File: src/rtl/bin2x2_filter_pkg.sv
// Image-pipeline stream package shared by the binning stage.
// Contents:
//   PIX_W      - shared pixel width used by the pipeline stages
//   beat_fire  - valid/ready handshake helper (one beat moves when both are high)
//   cnt_w      - width of a counter or index that spans n values (never below 1)
package bin2x2_filter_pkg;

  localparam int PIX_W = 12;

  function automatic logic beat_fire(input logic valid, input logic ready);
    return valid & ready;
  endfunction

  function automatic int cnt_w(input int n);
    return (n > 1) ? $clog2(n) : 1;
  endfunction

endpackage

File: src/rtl/bin2x2_filter_line_buffer.sv
// Line buffer that holds the horizontal pair sums of the last even row.
// Ports:
//   clk        - clock, writes on rising edge
//   wr_en_i    - write strobe
//   wr_addr_i  - write index (pair number within the row)
//   wr_data_i  - pair sum to store
//   rd_addr_i  - read index
//   rd_data_o  - combinational read data
// Contents are never reset: every entry is written on an even row before the
// following odd row reads it.
module bin_line_buffer #(
  parameter int DEPTH  = 10,
  parameter int ADDR_W = 4,
  parameter int DATA_W = 13
) (
  input  logic              clk,
  input  logic              wr_en_i,
  input  logic [ADDR_W-1:0] wr_addr_i,
  input  logic [DATA_W-1:0] wr_data_i,
  input  logic [ADDR_W-1:0] rd_addr_i,
  output logic [DATA_W-1:0] rd_data_o
);

  logic [DATA_W-1:0] mem_q [DEPTH];

  always_ff @(posedge clk) begin
    if (wr_en_i) mem_q[wr_addr_i] <= wr_data_i;
  end

  assign rd_data_o = mem_q[rd_addr_i];

endmodule

File: src/rtl/bin2x2_filter.sv
// 2x2 binning filter: averages each non-overlapping 2x2 pixel block of a
// row-major raster frame into one output pixel (floor of the mean).
// Ports:
//   clk        - clock, all state on rising edge
//   reset      - asynchronous active-high reset
//   pixel_in   - input pixel, row-major raster order
//   in_valid   - pixel_in valid
//   in_ready   - block accepts pixel_in this cycle
//   pixel_out  - binned pixel
//   out_valid  - pixel_out valid
//   out_ready  - downstream accepts pixel_out
//   out_eof    - last binned pixel of the frame, qualified by out_valid
module bin2x2_filter
  import bin2x2_filter_pkg::*;
#(
  parameter int PIXEL_BIT_WIDTH = PIX_W,
  parameter int IN_ROWS         = 20,
  parameter int IN_COLS         = 20
) (
  input  logic                       clk,
  input  logic                       reset,
  input  logic [PIXEL_BIT_WIDTH-1:0] pixel_in,
  input  logic                       in_valid,
  output logic                       in_ready,
  output logic [PIXEL_BIT_WIDTH-1:0] pixel_out,
  output logic                       out_valid,
  input  logic                       out_ready,
  output logic                       out_eof
);

  localparam int W        = PIXEL_BIT_WIDTH;
  localparam int XW       = cnt_w(IN_COLS);
  localparam int YW       = cnt_w(IN_ROWS);
  localparam int LB_DEPTH = IN_COLS / 2;
  localparam int AW       = cnt_w(LB_DEPTH);
  localparam int HW       = W + 1;
  localparam int SW       = W + 2;

  logic [XW-1:0] x_q, x_d;
  logic [YW-1:0] y_q, y_d;
  logic [W-1:0]  held_q, held_d;
  logic [W-1:0]  pix_q, pix_d;
  logic          valid_q, valid_d;
  logic          eof_q, eof_d;

  logic          fire_in;
  logic          x_last, y_last;
  logic          out_load, lb_we;
  logic [AW-1:0] lb_addr;
  logic [HW-1:0] h_sum, lb_rd;
  logic [SW-1:0] s_sum;

  // A full output register only blocks input when it is not being drained.
  assign in_ready = !valid_q || out_ready;
  assign fire_in  = beat_fire(in_valid, in_ready);

  assign x_last = (x_q == XW'(IN_COLS - 1));
  assign y_last = (y_q == YW'(IN_ROWS - 1));

  assign h_sum   = {1'b0, held_q} + {1'b0, pixel_in};
  assign lb_addr = AW'(x_q >> 1);
  assign s_sum   = {1'b0, lb_rd} + {1'b0, h_sum};

  // Odd column closes a horizontal pair: even rows store it, odd rows emit.
  assign lb_we    = fire_in & x_q[0] & ~y_q[0];
  assign out_load = fire_in & x_q[0] & y_q[0];

  bin_line_buffer #(
    .DEPTH  (LB_DEPTH),
    .ADDR_W (AW),
    .DATA_W (HW)
  ) u_line_buffer (
    .clk       (clk),
    .wr_en_i   (lb_we),
    .wr_addr_i (lb_addr),
    .wr_data_i (h_sum),
    .rd_addr_i (lb_addr),
    .rd_data_o (lb_rd)
  );

  always_comb begin
    x_d     = x_q;
    y_d     = y_q;
    held_d  = held_q;
    pix_d   = pix_q;
    valid_d = valid_q;
    eof_d   = eof_q;

    if (fire_in) begin
      if (!x_q[0]) held_d = pixel_in;
      if (x_last) begin
        x_d = '0;
        y_d = y_last ? '0 : y_q + YW'(1);
      end else begin
        x_d = x_q + XW'(1);
      end
    end

    // Loading wins over draining so a same-cycle consume/load keeps valid high.
    if (out_load) begin
      valid_d = 1'b1;
      pix_d   = s_sum[SW-1:2];
      eof_d   = x_last && y_last;
    end else if (out_ready) begin
      valid_d = 1'b0;
      eof_d   = 1'b0;
    end
  end

  always_ff @(posedge clk or posedge reset) begin
    if (reset) begin
      x_q     <= '0;
      y_q     <= '0;
      held_q  <= '0;
      pix_q   <= '0;
      valid_q <= 1'b0;
      eof_q   <= 1'b0;
    end else begin
      x_q     <= x_d;
      y_q     <= y_d;
      held_q  <= held_d;
      pix_q   <= pix_d;
      valid_q <= valid_d;
      eof_q   <= eof_d;
    end
  end

  assign pixel_out = pix_q;
  assign out_valid = valid_q;
  assign out_eof   = eof_q;

endmodule

File: config.mk
export PLATFORM = sky130hd
export DESIGN_NAME = bin2x2_filter
export DESIGN_NICKNAME = d
export VERILOG_FILES = /design/src/rtl/bin2x2_filter_pkg.sv /design/src/rtl/bin2x2_filter_line_buffer.sv /design/src/rtl/bin2x2_filter.sv
export SDC_FILE = /design/constraint.sdc
export NUM_CORES = 1
export LEC_CHECK = 0
export ABC_AREA = 1
export CAP_MARGIN = 20
export CORE_UTILIZATION = 25
export CTS_BUF_LIST = sky130_fd_sc_hd__clkbuf_4
export CTS_CLUSTER_SIZE = 16
export DETAILED_ROUTE_END_ITERATION = 6
export PLACE_DENSITY = 0.52
export SLEW_MARGIN = 20
export SYNTH_ARGS = -nofsm -noshare
export SYNTH_HDL_FRONTEND = slang
export SYNTH_SLANG_ARGS = --single-unit
File: constraint.sdc
create_clock -name clk -period 3.1 [get_ports clk]
set_clock_uncertainty 0.2 [all_clocks]
set_input_delay 0.31 -clock clk [delete_from_list [all_inputs] [get_ports clk]]
set_output_delay 0.31 -clock clk [all_outputs]
set_load 0.02 [all_outputs]
# [Word-level counts from Yosys, hierarchy flattened]
# Memories as Yosys holds them, arrays and structs flattened.
# Index checks and enable logic that the tools add are counted.
[classes] n_addsub=4 eq_ne=2 n_mux=7 bitwise=6 n_reduce_logical=6
[op_table] cell="13-bit by 13-bit adder with 14-bit output" n=1
[op_table] cell="12-bit by 12-bit adder with 13-bit output" n=1
[op_table] cell="5-bit by 1-bit adder with 5-bit output, second input constant" n=2
[op_table] cell="5-bit equality test, second input constant" n=2
[op_table] cell="5-bit 2-to-1 mux" n=2
[op_table] cell="1-bit 2-to-1 mux" n=5
[op_table] cell="1-bit AND" n=4
[op_table] cell="2-bit AND reduction" n=2
[op_table] cell="1-bit inverter" n=2
[op_table] cell="2-bit nonzero test" n=1
[op_table] cell="1-bit logical AND" n=1
[op_table] cell="1-bit zero test" n=1
[op_table] cell="1-bit logical OR" n=1
[totals] reg_bits=36 mem_bits_rw=130 input_bits=16 output_inout_bits=15 word_cells=32 n_memories=1
[memory_table] name="u_line_buffer.mem_q" depth=10 word_bits=13 read_ports=1 rd_clocked_by_memory_dff=0 write_ports=1 line="bin2x2_filter_line_buffer.sv:24" rtl="logic [DATA_W-1:0] mem_q [DEPTH];"

# [Logic depth before layout (Yosys ltp)]
[logic_depth] depth_word=7 ltp_mapped=22 mapped_depth_nobuf=19

# [Modules after synthesis]
# A second synthesis with hierarchy kept.
[unflattened] cells_unflattened=898 area_unflattened_um2=8456.9
[by_module_without_submodules] module="bin_line_buffer" instances=1 cells_per_inst=516 area_per_inst_um2=5572.8 seq_area_each_um2=3903.7
[by_module_without_submodules] module="bin2x2_filter" instances=1 cells_per_inst=382 area_per_inst_um2=2884.0 seq_area_each_um2=900.9

# [Worst setup path before layout]
# Ideal clock, no wire load.
[synth_path] path_kind="reg-to-reg" from="reg x_q[1]" to="reg pix_q[9], in the netlist pixel_out[9]" setup_ns=0.117 arrival_time_ns=2.676 required_time_ns=2.783 path_slack_ns=0.106 stages_incl_launch_ff=20 path_buffers=2 period_less_slack_ns=2.994 path_cell_list="dfrtp_1 buf_6 nand2_2 buf_2 inv_1 a22oi_1 a21oi_1 or3_1 ha_1 inv_1 nor3_1 nand2_1 nand2_1 nand2_1 nand2_1 nand2_1 nand2_1 nand3_1 nand3_1 nand2_1"
[synth_via] elab_chain_len=2
[synth_rtl] element="from (decl)" line="bin2x2_filter.sv:39" rtl="logic [XW-1:0] x_q, x_d;"
[synth_rtl] element="from (signal assigned)" line="bin2x2_filter.sv:112" rtl="x_q <= '0;"
[synth_rtl] element="from (signal assigned)" line="bin2x2_filter.sv:119" rtl="x_q <= x_d;"
[synth_rtl] element="memory read 10 x 13 bit"
[synth_rtl] element="13-bit by 13-bit adder with 14-bit output" line="bin2x2_filter.sv:62" rtl="assign s_sum = {1'b0, lb_rd} + {1'b0, h_sum};"
[synth_rtl] element="to (signal assigned)" line="bin2x2_filter.sv:122" rtl="pix_q <= pix_d;"
[synth_rtl] element="to (decl)" line="bin2x2_filter.sv:42" rtl="logic [W-1:0] pix_q, pix_d;"
# No other way between the ends.
# A chain may end at the register's enable or synchronous reset.

# [Worst setup path in the final report]
[layout_path] from="reg x_q[2]" to="reg pix_q[5], in the netlist pixel_out[5]"
# The elaborated chain is that of the path after synthesis.

==> flow_metrics.tcl <==
set metrics [dict create \
    min_path_cells 4 \
    slew_viol_final 0 \
    fin_ws_ps 155 \
    synth.top_cell.area_share 0.517 \
    required_ps 3340 \
    critPathCaptureType "register" \
    syn_avg_cell_area_um2 11.3 \
    setup_viol_count_final 0 \
    routed_wirelength_um 18500 \
    layout-drive-gt1-share 0.294 \
    arrival_ps 3180 \
    track_usage 0.126 \
    postLayoutCellArea_um2 9850 \
    ys_warn_count 0 \
    io_buffers 30 \
    synth-seq-cells 166 \
    worstPathMaxFanout 5 \
    grt_pass1_wl_um 29800 \
    antenna_found_initial 0 \
    clock.fmax_ghz 0.340 \
    clockBufferDepth 2 \
    clkTransAtPathRegs_ps 140 \
    diodes 0 \
    dpl_cell_area_um2 9160 \
    dieArea_um2 30900 \
    syn-num-nets 713 \
    nets 866 \
    io_pins 31 \
    clk_latency_ps 570 \
    relSlewSlack 0.576 \
    num_rows 63 \
    reg2reg_depth 16 \
    avgRoutedWirePerCell_um 15.1 \
    rsz0062_at_grt "true" \
    ys_top_cells_by_count "138 x nand2_1, 130 x edfxtp_1, 52 x inv_1" \
    tns_ps 0 \
    cts_buffers 17 \
    tritoncts "yes" \
    vias 5467 \
    outcome "finished clean" \
    start_kind "register" \
    synth_area_leaders "edfxtp_1 52%, dfrtp_1 12%, nand2_1 6.9%, ha_1 4.3%, a21oi_1 3.0%" \
    hold_viol 0 \
    async_reset_ff_frac 0.217 \
    via_per_inst 4.46 \
    synth_most_common_cell "nand2_1" \
    initial_utilization 0.255 \
    worstMarginPinSlew_ps 634 \
    drt_iter0_drc 297 \
    hpwlAfterDp_um 13300 \
    hp-class "in -> reg" \
    grt_max_degree 37 \
    drtAntennaViolNets 0 \
    numClockSinks 166 \
    die_x_um 176 \
    synth_flop_cell "edfxtp_1" \
    critPathKind "reg -> reg" \
    htreeDepth 4 \
    drt-pass1-iter-count 5 \
    fp.dieH_um 176 \
    maxCapViolCount 0 \
    first_global_vias 5584 \
    grt-ovfl-total 0 \
    remaining_drc_errors 0 \
    root_buffer "clkbuf_4" \
    syn-cell-area_um2 7540 \
    period_needed_ps 2940 \
    ys_seq_area_frac 0.637 \
    postSynthCellCount 670 \
    synth_cell_type_count 43 \
    gp_congestion 0.822 \
    synth_area_leader_cell "edfxtp_1" \
    fin_crit_sh 0.950 \
    synth_edf_count 130 \
    post-place-ws_ps -297 \
    core-area_um2 29600 \
    syn2layout_area_growth_pct 30.5 \
]
==> area by class of cell <==
cell class                      count  area [um^2]
Sequential cell                   166         4810
Inverter                           57          220
Clock buffer                       17          128
Fill cell                        3024        19800
Clock inverter                     15          195
Tap cell                          390          488
Timing Repair Buffer              151         1270
Multi-Input combinational cell    430         2740
==> metrics by stage <==
| stage | utilization | instances | hold WS (ps) |
|---|---|---|---|
| 6_report | 0.332 | 1226 | 160 |
| 5_1_grt | 0.332 | 1226 | 147 |
| 4_1_cts | 0.321 | 1218 | 119 |
| 3_5_place_dp | 0.309 | 1185 | 269 |
| 3_3_place_gp | 0.309 | 1185 | 271 |
| 2_1_floorplan | - | 670 | 260 |
==> worst max-delay path, stage by stage (launching register included) <==
cell and delay (ps):
dfrtp_2 480, buf_6 140, nand2_4 90, clkinvlp_4 140, a22oi_2 210, a21oi_2 90, or3_4 370, ha_4 270
a21oi_2 160, o21ai_1 100, inv_1 70, nand2_2 60, nand2_2 60, nand2_2 50, buf_4 130, xnor2_1 140
o21ai_1 70
==> worst paths after layout <==
kind / slack (ps) / start / endpoint
setup / recovery: 160 / x_q[2] / pixel_out[5]
hold / removal: 160 / out_ready / out_eof
setup reg to reg: 160 / x_q[2] / pixel_out[5]
hold reg to reg: 300 / pixel_out[10] / pixel_out[10]
max in group asynchronous: 1830 / reset / x_q[2]
min in group asynchronous: 480 / reset / held_q[5]
==> layout by cell type (no fill, tap or decap), types with 3 or more instances in the layout <==
master | netlist | final
o22ai_1 | 34 | 29
nand2_1 | 138 | 130
o22ai_2 | 1 | 6
inv_6 | 0 | 4
buf_12 | 0 | 3
clkbuf_4 | 0 | 17
ha_1 | 26 | 23
nand2_2 | 3 | 11
xor2_1 | 6 | 6
o21ai_2 | 2 | 3
inv_1 | 52 | 49
mux2_2 | 12 | 12
ha_4 | 0 | 3
clkdlybuf4s50_1 | 0 | 30
dfrtp_1 | 36 | 34
xnor2_2 | 0 | 4
nor3_2 | 0 | 11
nor3_1 | 15 | 3
a21o_1 | 3 | 3
xnor2_1 | 13 | 9
nand4_1 | 6 | 6
inv_2 | 5 | 6
o21ai_0 | 32 | 24
edfxtp_1 | 130 | 130
a22oi_2 | 0 | 5
a21oi_2 | 0 | 11
buf_4 | 1 | 113
nor2_1 | 43 | 39
a22oi_1 | 8 | 3
buf_6 | 1 | 3
clkinv_2 | 0 | 3
bufinv_16 | 0 | 3
a21oi_1 | 45 | 33
nand3_1 | 19 | 18
nor2_2 | 2 | 6
o21ai_1 | 4 | 11
==> cells by family (layout without fill, tap and decap cells) <==
kind of cell / Yosys count / count (layout) / share of synthesized area
muxes: 12 / 12 / 0.0179
DFF: 166 / 166 / 0.637
adders and majority gates: 27 / 27 / 0.0458
AOI/OAI and AO/OA: 136 / 136 / 0.104
xor gates and xnor gates: 19 / 19 / 0.0221
and+or+nand+nor: 236 / 236 / 0.133
buffers and inverters: 74 / 240 / 0.0406
==> routing by layer <==
metal  global-route usage  part of all wire  up-vias
li1                     -                 -     2691
met3               0.0221             0.033       23
met1                0.158              0.45     2667
met4               0.0446             0.017        0
met5                    0                 0        -
met2                0.216              0.50       86
==> repair_timing <==
item	4_1_cts	5_1_grt
gates resized for setup	8	66
buffers inserted	0	8
hold buffers	1	0
cloned	0	0
setup endpoints to repair	8	10
endpoints found under the hold margin	36	0
pin swaps	0	25
==> state kept, by name, indices dropped and copies added, names as in the netlist <==
| register | flops |
|---|---|
| pixel_out | 12 |
| u_line_buffer.mem_q | 130 |
| held_q | 12 |
| x_q | 5 |
| out_valid | 1 |
| y_q | 5 |
| out_eof | 1 |
Power is left out: the tool's default activity adds up to more than one toggle a clock period on the data nets, which glitch-free logic cannot reach.
